===== config.mk =====
export PLATFORM = sky130hd
export DESIGN_NAME = sqrt_iter_hs
export DESIGN_NICKNAME = d
export VERILOG_FILES = /design/src/rtl/sqrt_pkg.sv /design/src/rtl/sqrt_step.sv /design/src/rtl/sqrt_iter_hs.sv
export SDC_FILE = /design/constraint.sdc
export NUM_CORES = 1
export LEC_CHECK = 0
export BUFFER_PORTS_ARGS = -buffer_cell sky130_fd_sc_hd__buf_2
export CAP_MARGIN = 25
export CELL_PAD_IN_SITES_DETAIL_PLACEMENT = 0
export CELL_PAD_IN_SITES_GLOBAL_PLACEMENT = 2
export CORE_MARGIN = 4
export CORE_UTILIZATION = 38
export DETAILED_ROUTE_END_ITERATION = 16
export GPL_ROUTABILITY_DRIVEN = 0
export PLACE_DENSITY_LB_ADDON = 0.2
export SYNTH_ARGS = -nofsm -noshare
export SYNTH_HDL_FRONTEND = slang
export SYNTH_SLANG_ARGS = --single-unit

===== constraint.sdc =====
create_clock -name clk -period 3.2 [get_ports clk]
set_input_delay 0.64 -clock clk [delete_from_list [all_inputs] [get_ports clk]]
set_output_delay 0.64 -clock clk [all_outputs]
set_load 0.02 [all_outputs]

===== src/rtl/sqrt_pkg.sv =====
// sqrt_pkg: shared state encoding and iteration-count helpers for the iterative root unit.
package sqrt_pkg;
  typedef enum logic [1:0] {IDLE, CALC, DONE} state_e;
  function automatic int iter_cnt(input int width, input int fbits);
    return (width + fbits) / 2;
  endfunction
  function automatic int ncyc(input int iter, input int bpc);
    return (iter + bpc - 1) / bpc;
  endfunction
endpackage


===== src/rtl/sqrt_step.sv =====
// sqrt_step: one restoring square-root digit step (combinational).
module sqrt_step #(
  parameter int WIDTH = 8
) (
  input  logic [WIDTH+1:0] i_ac,
  input  logic [WIDTH-1:0] i_q,
  input  logic [1:0]       i_bits,
  output logic [WIDTH+1:0] o_ac,
  output logic [WIDTH-1:0] o_q
);
  logic [WIDTH+3:0] w_sh;
  logic [WIDTH+4:0] w_test;
  logic [WIDTH+4:0] w_sel;
  assign w_sh   = {i_ac, i_bits};
  assign w_test = {1'b0, w_sh} - (WIDTH+5)'({i_q, 2'b01});
  assign w_sel  = w_test[WIDTH+4] ? {1'b0, w_sh} : w_test;
  assign o_ac   = (WIDTH+2)'(w_sel);
  assign o_q    = WIDTH'({i_q, ~w_test[WIDTH+4]});
endmodule


===== src/rtl/sqrt_iter_hs.sv =====
// sqrt_iter_hs: valid/ready restoring square root, 1 or 2 root bits per clock,
// optional round-to-nearest and a tag carried alongside the operand.
module sqrt_iter_hs
  import sqrt_pkg::*;
#(
  parameter int WIDTH = 8,
  parameter int FBITS = 0,
  parameter int BPC   = 1,
  parameter int ROUND = 0,
  parameter int TAG_W = 4
) (
  input  logic             clk,
  input  logic             rst_n,
  input  logic             clear,
  input  logic             in_valid,
  output logic             in_ready,
  input  logic [WIDTH-1:0] in_rad,
  input  logic [TAG_W-1:0] in_tag,
  output logic             out_valid,
  input  logic             out_ready,
  output logic [WIDTH-1:0] out_root,
  output logic [WIDTH-1:0] out_rem,
  output logic             out_rnd_up,
  output logic [TAG_W-1:0] out_tag
);
  localparam int ITER = iter_cnt(WIDTH, FBITS);
  localparam int NCYC = ncyc(ITER, BPC);
  localparam int CW   = $clog2(NCYC + 1);
  localparam int XP   = 2 * NCYC * BPC;
  localparam bit ODD  = (BPC == 2) && (ITER % 2 == 1);

  if (((WIDTH + FBITS) % 2 != 0) || (FBITS > WIDTH - 2) || (BPC != 1 && BPC != 2)) begin : g_bad_param
    $error("sqrt_iter_hs: illegal WIDTH/FBITS/BPC combination");
  end

  state_e           r_state, w_nstate;
  logic [CW-1:0]    r_cnt;
  logic [WIDTH+1:0] r_ac;
  logic [XP-1:0]    r_x;
  logic [WIDTH-1:0] r_q;
  logic [TAG_W-1:0] r_tag;
  logic [WIDTH-1:0] r_root, r_rem;
  logic             r_rnd;
  logic [TAG_W-1:0] r_otag;

  logic [WIDTH+1:0] w_ac [BPC+1];
  logic [WIDTH-1:0] w_q  [BPC+1];
  logic             w_acc, w_last;
  logic [WIDTH+1:0] w_acf;
  logic [WIDTH-1:0] w_qf, w_rem;
  logic             w_up;

  assign w_ac[0] = r_ac;
  assign w_q[0]  = r_q;
  for (genvar g = 0; g < BPC; g++) begin : g_step
    sqrt_step #(.WIDTH(WIDTH)) u_step (
      .i_ac  (w_ac[g]),
      .i_q   (w_q[g]),
      .i_bits(r_x[XP-1-2*g -: 2]),
      .o_ac  (w_ac[g+1]),
      .o_q   (w_q[g+1])
    );
  end

  assign w_last = r_cnt == CW'(NCYC - 1);
  // An odd step count leaves the second step unused on the final cycle.
  assign w_acf  = (ODD && w_last) ? w_ac[1] : w_ac[BPC];
  assign w_qf   = (ODD && w_last) ? w_q[1]  : w_q[BPC];
  assign w_rem  = WIDTH'(w_acf);
  assign w_up   = (ROUND != 0) && (w_rem > w_qf);

  assign in_ready = rst_n & ~clear & ((r_state == IDLE) | ((r_state == DONE) & out_ready));
  assign w_acc    = in_valid & in_ready;

  always_comb begin
    w_nstate = r_state;
    case (r_state)
      IDLE:    w_nstate = w_acc ? CALC : IDLE;
      CALC:    w_nstate = w_last ? DONE : CALC;
      DONE:    w_nstate = out_ready ? (w_acc ? CALC : IDLE) : DONE;
      default: w_nstate = IDLE;
    endcase
    if (clear) w_nstate = IDLE;
  end

  always_ff @(posedge clk or negedge rst_n) begin
    if (!rst_n) begin
      r_state <= IDLE;
      r_cnt   <= '0;
      r_ac    <= '0;
      r_x     <= '0;
      r_q     <= '0;
      r_tag   <= '0;
      r_root  <= '0;
      r_rem   <= '0;
      r_rnd   <= 1'b0;
      r_otag  <= '0;
    end else begin
      r_state <= w_nstate;
      if (w_acc) begin
        r_ac  <= '0;
        r_x   <= XP'(in_rad) << (XP - WIDTH);
        r_q   <= '0;
        r_tag <= in_tag;
        r_cnt <= '0;
      end else if (r_state == CALC) begin
        r_ac  <= w_ac[BPC];
        r_q   <= w_q[BPC];
        r_x   <= r_x << (2 * BPC);
        r_cnt <= r_cnt + CW'(1);
      end
      if (r_state == CALC && w_last && !clear) begin
        r_root <= w_qf + WIDTH'(w_up);
        r_rem  <= w_rem;
        r_rnd  <= w_up;
        r_otag <= r_tag;
      end
    end
  end

  assign out_valid  = r_state == DONE;
  assign out_root   = r_root;
  assign out_rem    = r_rem;
  assign out_rnd_up = r_rnd;
  assign out_tag    = r_otag;
endmodule


# Word-level counts from Yosys, hierarchy flattened
# Index checks and enable logic that the tools add are counted.
dict set report word_totals {
  ff_bits 55
  in_bits 17
  out_inout_bits 23
  word_cells 40
}
dict set report op_classes {
  add_sub_neg 2
  eq_ne 3
  muxes 14
  bitwise_logic 7
  n_reduce_logical 5
}
# operator count
set ops {}
lappend ops {{8-bit two-way mux} 4}
lappend ops {{10-bit two-way mux} 3}
lappend ops {{12-bit by 10-bit subtractor with 13-bit output} 1}
lappend ops {{2-bit two-way mux} 3}
lappend ops {{3-bit two-way mux} 2}
lappend ops {{2-bit case mux with 3 select lines} 1}
lappend ops {{1-bit AND} 4}
lappend ops {{3-bit by 1-bit adder with 3-bit output, second input constant} 1}
lappend ops {{3-bit by 2-bit equality test with 1-bit output, second input constant} 1}
lappend ops {{2-bit by 1-bit equality test with 1-bit output, second input constant} 1}
lappend ops {{2-bit equality test, second input constant} 1}
lappend ops {{1-bit logical AND} 2}
lappend ops {{2-bit logical NOT} 1}
lappend ops {{1-bit inverter} 2}
lappend ops {{2-bit nonzero test} 1}
lappend ops {{1-bit logical NOT} 1}
lappend ops {{1-bit two-way mux} 1}
lappend ops {{1-bit OR} 1}

# Logic depth before layout (Yosys ltp)
# Gate-level depths: netlist of run 1.
dict set report logic_depth {
  ltp_word 9
  depth_mapped 9
  mapped_depth_nobuf 8
}

# Cells and area by module
# A second synthesis of run 1 with hierarchy kept.
dict set report unflattened {
  cells_unflattened 279
  area_unflattened_um2 3004.1
}
# module instances cells_each area_each_um2 seq_area_each_um2
set modules_own_cells {}
lappend modules_own_cells {sqrt_iter_hs 1 188 2339.7 1376.3}
lappend modules_own_cells {sqrt_step 1 91 664.4 0.0}

# Worst setup path before layout of run 1
# OpenSTA, ideal clock, no wires.
dict set report synth_timing {
  kind {in2reg}
  start {in out_ready}
  end {reg r_x[4]}
  setup_time_ns 0.066
  t_arrival_ns 2.010
  t_required_ns 3.134
  path_slack_ns 1.125
  cell_stages 7
  n_path_buf 2
  cell_sequence {nor2b_1 -> nor4b_2 -> and2_1 -> buf_2 -> clkbuf_1 -> a22oi_1 -> nand2_1}
}
dict set report synth_via {
  elab_chain_cells 5
  word_cells_on_any_way 6
  classes_between {mux (1); bitwise (4); reduce/logical (1)}
}
# element line
set synth_lines {}
lappend synth_lines {{from (decl)} sqrt_iter_hs.sv:20} ;# input logic out_ready,
lappend synth_lines {{1-bit AND *} sqrt_iter_hs.sv:72} ;# assign in_ready = rst_n & ~clear & ((r_state == IDLE) | ((r_state == DONE) & out_ready));
lappend synth_lines {{1-bit OR *} sqrt_iter_hs.sv:72}
lappend synth_lines {{1-bit AND *} sqrt_iter_hs.sv:72}
lappend synth_lines {{named net in_ready} sqrt_iter_hs.sv:16} ;# output logic in_ready,
lappend synth_lines {{1-bit AND *} sqrt_iter_hs.sv:73} ;# assign w_acc = in_valid & in_ready;
lappend synth_lines {{8-bit two-way mux or 2-bit nonzero test (tied branches)} n/a}
lappend synth_lines {{to (signal assigned)} sqrt_iter_hs.sv:102} ;# r_x <= XP'(in_rad) << (XP - WIDTH);
lappend synth_lines {{to (signal assigned)} sqrt_iter_hs.sv:109} ;# r_x <= r_x << (2 * BPC);
lappend synth_lines {{to (decl)} sqrt_iter_hs.sv:39} ;# logic [XP-1:0] r_x;
# Mark *: on every way through the listed nets, which the timed path passes. The rest lies on a longest branch.
# A chain may end at the register's enable or synchronous reset.

# Final worst setup path of run 1
dict set report layout_timing {
  start {reg r_q[0]}
  end {reg r_rem[1] (netlist: out_rem[1])}
}
dict set report layout_via {
  elab_chain_cells 2
}
# element line
set layout_lines {}
lappend layout_lines {{from (decl)} sqrt_iter_hs.sv:40} ;# logic [WIDTH-1:0] r_q;
lappend layout_lines {{from (signal assigned)} sqrt_iter_hs.sv:108} ;# r_q <= w_q[BPC];
lappend layout_lines {{12-bit by 10-bit subtractor with 13-bit output} sqrt_step.sv:15} ;# assign w_test = {1'b0, w_sh} - (WIDTH+5)'({i_q, 2'b01});
lappend layout_lines {{10-bit two-way mux} sqrt_step.sv:16} ;# assign w_sel = w_test[WIDTH+4] ? {1'b0, w_sh} : w_test;
lappend layout_lines {{to (signal assigned)} sqrt_iter_hs.sv:114} ;# r_rem <= w_rem;
lappend layout_lines {{to (decl)} sqrt_iter_hs.sv:42} ;# logic [WIDTH-1:0] r_root, r_rem;
# No other way between the ends.

==> results.json, run 1 <==
{
  "die_area_um2": 8471,
  "crit_path_start_kind": "flop",
  "power_density_nw_per_um2": 924.2,
  "overflow": 0,
  "clkTransAtPathRegs_ns": 0.09,
  "post-route-period-util": 0.7198,
  "ant_nets": 0,
  "syn_area_um2": 2684,
  "firstDrtPassIters": 4,
  "hpwlAfterDp_mm": 4.166,
  "grt_pass1_vias": 1987,
  "first_iter_violations": 71,
  "tns_ns": 0,
  "core-area_um2": 6832,
  "seq_area_frac_synth": 0.5128,
  "p_sw_mw": 1.140,
  "ir_drop_uv": 323.9,
  "rr_startpoint": "r_q[0]",
  "slew_viol_final": 0,
  "path_max_fanout": 15,
  "worstPathRequired_ns": 3.43,
  "placementRows": 30,
  "cap_violations": 0,
  "antenna_cells": 0,
  "rr_endpoint": "out_rem[1]",
  "synth_area_leaders": "dfrtp_1, nand2_1, o21ai_0",
  "syn_area_per_cell_um2": 9.585,
  "power_frac_seq": 0.342,
  "relSlewSlack": 0.4031,
  "switching_share": 0.4007,
  "fin_crit_ns": 2.303,
  "grt_setup_unrepaired": "false",
  "reg2reg_slack_ns": 0.90,
  "drive_gt1_frac": 0.2013,
  "cts_made_buffers": 5,
  "whs_endpoint": "out_tag[0]",
  "vias": 2016,
  "synth_cell_types": 46,
  "hold_viol_final": 0,
  "power_leakage_nw": 1.533,
  "pwr-share-comb": 0.501,
  "grt_pass1_wl_mm": 10.21,
  "outcome": "complete, no violations",
  "synth_edf_count": 0,
  "end_kind": "flop",
  "totalWireLength_mm": 5.953,
  "clkPwrFrac": 0.157,
  "cts_setup_buffers": 0,
  "max_freq_mhz": 434.1,
  "async_flop_share": 1.000,
  "p_int_mw": 1.705,
  "grt_max_degree": 56,
  "synthTopCellsByCount": "nand2_1, dfrtp_1, o21ai_0",
  "grt.total_usage": 0.1504,
  "clock_sinks": 55,
  "cts_resized": 0,
  "antenna_found_initial": 0,
  "ys.flop_type": "dfrtp_1",
  "ys_warn_count": 0,
  "final_cells": 414,
  "ff2ff_path_depth": 8,
  "power_mw": 2.846,
  "critPathKind": "flop to flop",
  "io_buffer_count": 38,
  "synth_top_area_frac": 0.5128,
  "syn_nets": 308,
  "synth-seq-cells": 55,
  "wl_per_cell_um": 14.38,
  "drcViolationCount": 0,
  "dp_cells": 407,
  "clockBufferDepth": 2,
  "tightest_slew_ns": 0.8945,
  "setup-violations-final": 0,
  "areaGrowthSynthToFinish_pct": 14.73,
  "synth_cells": 280,
  "yosysMostFrequentCell": "nand2_1",
  "hold-path-cell-count": 2,
  "root_buffer": "clkbuf_8",
  "holdBufCountCts": 0,
  "fin_ws_ns": 0.8966,
  "post-place-ws_ns": 0.8082,
  "die-width_um": 92.04,
  "synth_top_area_cell": "dfrtp_1",
  "start_util": 0.3929,
  "clkLatencyLatePin_ns": 0.30,
  "cts_tree": "yes",
  "arrival_ns": 2.53,
  "pin_count": 40,
  "finalNetCount": 346,
  "fp.dieH_um": 92.04,
  "min_path_type": "flop to flop",
  "cts_max_level": 2,
  "skew_ns": 0.005455,
  "viasPerCell": 4.870,
  "hp-start": "out_tag[0]"
}
==> layout make-up <==
class	instances	area, um2
timing repair buffer	44	235.2
clock buffer	6	72.57
inverter	15	56.30
multi-input combinational	197	1189
clock inverter	1	30.03
sequential	55	1376
fill	670	3752
tap	96	120.1
==> worst max-delay path, cell delays in order, from the launching register on <==
cell and delay [ns]:
dfrtp_1 0.37, inv_1 0.11, ha_1 0.28, and2b_2 0.22
o31a_2 0.32, o21ai_2 0.24, o21ai_4 0.20, mux2_4 0.37
o21ai_2 0.11
==> power groups by stage <==
| stage | registers (mW) | clock network, mW | logic (mW) |
|---|---|---|---|
| after global placement | 0.985 | 0 | 1.43 |
| after CTS | 0.974 | 0.467 | 1.44 |
| final | 0.974 | 0.447 | 1.43 |
| after detailed placement | 0.987 | 0 | 1.44 |
| after global routing | 0.998 | 0.494 | 1.59 |
| after floorplan | 1.03 | 0 | 1.08 |
==> routing by layer <==
layer,wire (um),vias to the layer above,share of wire,track usage
li1,-,1025,-,-
met1,3066,942,0.52,0.2259
met2,2603,45,0.44,0.2245
met3,238,4,0.040,0.03035
met4,44,0,0.0074,0.02970
met5,0,-,0,0
==> logic make-up after synthesis <==
family,synth area share
other,0.001397
buffers and inverters,0.04429
XOR/XNOR,0.02284
AND/OR/NAND/NOR,0.1725
adder cells (fa/ha/maj),0.05128
multiplexers,0.02797
flip-flops,0.5128
AO/OA/AOI/OAI,0.1669
==> metrics by stage <==
step / instance area, um2 / hold WS, ns / util
after floorplan: 2684 / 0.3444 / -
after global placement: 2977 / 0.4542 / 0.4357
after detailed placement: 2977 / 0.4559 / 0.4357
after CTS: 3079 / 0.4810 / 0.4507
after global routing: 3079 / 0.5007 / 0.4507
final: 3079 / 0.4750 / 0.4507
==> how the worst max path moves through the flow <==
stage	from	endpoint	slack, ns	cells past startpoint
after floorplan	out_ready	r_x[4]	1.12	7
after global routing	r_q[5]	out_rem[4]	0.73	8
after detailed placement	out_ready	r_ac[8]	0.81	7
final	r_q[0]	out_rem[1]	0.90	8
after global placement	out_ready	r_ac[8]	0.88	7
after CTS	r_q[0]	out_rem[1]	0.88	8
==> registers in the layout, indices dropped and copies added (netlist names) <==
| register | flops |
|---|---|
| r_tag | 4 |
| r_x | 8 |
| out_rem | 8 |
| out_tag | 4 |
| r_cnt | 3 |
| r_q | 8 |
| out_root | 8 |
| r_ac | 10 |
| r_state | 2 |
==> cells in the final DEF, fill, tap and decap left out, types with 3 or more instances in the layout <==
master	synthesis	layout
a21oi_1	4	4
a22oi_1	6	6
buf_2	2	38
buf_4	1	6
clkbuf_8	0	5
dfrtp_1	55	55
ha_1	11	11
inv_1	15	15
mux2i_1	6	6
nand2_1	74	74
nand3_1	8	8
nor2_1	5	5
o21a_1	3	3
o21ai_0	31	31
o21ai_1	4	4
o21ai_2	3	3
o22ai_1	3	3
xnor2_1	5	5
No activity file was read; power rests on OpenSTA's default activity.
==> run 2: changes to the inputs <==
Settings changed: CORE_UTILIZATION 38 to 32.
Clock period 3.2 ns to 1.9 ns, I/O delays scaled along.
==> run 2 against run 1 <==
Effect of this change: the flow now finishes with violations (setup timing); cell count increased by 14%; sequential cell count unchanged; clock power increased by 51%; register-to-register slack worse by 1.1 ns; critical endpoint is now r_ac[8].
==> results.json, run 2 (synthesis gave the netlist of run 1 again) <==
{
  "outcome": "finished with violations",
  "violations": "setup timing",
  "fp.dieH_um": 99.58,
  "use_met2": 0.2242,
  "cts_tree": "yes",
  "finalInstanceArea_um2": 3643,
  "totalWireLength_mm": 6.806,
  "overflow": 0,
  "finalNetCount": 394,
  "hold_viol_final": 0,
  "worstPathRequired_ns": 2.09,
  "clkLatencyLatePin_ns": 0.30,
  "tns_ns": -1.965,
  "clock_sinks": 55,
  "fin_util": 0.4457,
  "vias": 2200,
  "hold_slack_ns": 0.2593,
  "grt_max_degree": 56,
  "setup-violations-final": 20,
  "crit_path_start_kind": "flop",
  "antenna_found_initial": 0,
  "wl_per_cell_um": 14.42,
  "grt_setup_unrepaired": "true",
  "power_mw": 6.304,
  "critPathTopFamily": "compound AO/OA/AOI/OAI gates",
  "power_density_nw_per_um2": 1730,
  "clkTransAtPathRegs_ns": 0.10,
  "firstDrtPassIters": 4,
  "grt.total_usage": 0.1451,
  "die-width_um": 99.58,
  "cts_max_level": 2,
  "core-area_um2": 8175,
  "slew_viol_final": 0,
  "skew_ns": 0.007188,
  "drive_gt1_frac": 0.3678,
  "relSlewSlack": 0.5176,
  "holdBufCountCts": 0,
  "met1_usage": 0.2066,
  "drcViolationCount": 0,
  "tightest_slew_ns": 0.7235,
  "final_cells": 472,
  "max_freq_mhz": 484.7,
  "ir_drop_uv": 587.2,
  "post-place-ws_ns": -0.3439,
  "cp_num_buf_inv": 2,
  "arrival_ns": 2.26,
  "grt_pass1_vias": 2180,
  "placementRows": 33,
  "fin_crit_ns": 2.063,
  "worstPathCellList": "inv_2 -> ha_4 -> and2b_2 -> o31a_4 -> o21ai_4 -> buf_4 -> xor2_1 -> o22ai_1 -> a22o_1",
  "antenna_cells": 0,
  "placed_area_um2": 3314,
  "dp_cells": 449,
  "cp_slowest_cell": "dfrtp_1",
  "path_max_fanout": 3,
  "io_buffer_count": 38,
  "hpwlAfterDp_mm": 4.627,
  "critPathKind": "flop to flop",
  "fin_ws_ns": -0.1631,
  "max_flop_register": "r_ac",
  "root_buffer": "clkbuf_8",
  "areaGrowthSynthToFinish_pct": 35.76,
  "grt_pass1_wl_mm": 11.38,
  "end_kind": "flop",
  "ant_nets": 0,
  "n_fill_cell": 810,
  "use_met3": 0.02945,
  "clockBufferDepth": 2,
  "pin_count": 40,
  "first_iter_violations": 92,
  "grt_busiest_layer": "met2",
  "power_leakage_nw": 1.802,
  "min_path_type": "input pin to flop",
  "largest_reg_flops": 10,
  "layout_commonest_cell": "nand2_1",
  "post-route-period-util": 1.086,
  "layout_common_cells": "nand2_1, dfrtp_1, buf_4, buf_2, o21ai_0",
  "viasPerCell": 4.661,
  "max_stage_delay_ns": 0.39,
  "cap_violations": 0,
  "die_area_um2": 9916,
  "cts_made_buffers": 5,
  "start_util": 0.3283
}
-- run 2: what timing repair did --
item                                    in CTS  in global routing
cloned                                       1                  0
setup buffers                                4                  9
gates resized for setup                     16                 20
pin swaps                                    8                  9
endpoints found under the setup margin      20                 19
-- run 2: worst paths after layout --
check | startpoint | cells past startpoint | slack, ns | endpoint
max | r_q[0] | 9 | -0.16 | r_ac[8]
min | in_rad[0] | 3 | 0.26 | r_x[0]
max reg2reg | r_q[0] | 9 | -0.16 | r_ac[8]
min reg2reg | out_root[0] | 2 | 0.48 | out_root[0]
max in group asynchronous | rst_n | 2 | 1.12 | out_rem[5]
min in group asynchronous | rst_n | 2 | 0.29 | out_root[4]
-- run 2: power breakdown --
part           internal [mW]  switching (mW)
sequential              1.45           0.186
clock                  0.300           0.377
combinational           2.11            1.88
-- run 2: layout make-up --
cell class | count | area [um2] | share of cell area
Inverter | 15 | 56.30 | 0.01545
Tap cell | 105 | 131.4 | 0.03606
Clock buffer | 7 | 86.33 | 0.02370
Multi-Input combinational cell | 198 | 1350 | 0.3705
Sequential cell | 55 | 1376 | 0.3777
Timing Repair Buffer | 91 | 634.4 | 0.1741
Clock inverter | 1 | 8.758 | 0.002404
-- run 2: tightest hold or removal path, stage by stage --
cell     delay, ns
buf_2         0.07
nand2_1       0.04
nand2_1       0.05
-- run 2: metal layers --
metal,vias up,wire length [um]
met3,5,286
met2,45,3089
met1,1023,3352
met4,0,76
met5,-,0
li1,1127,-
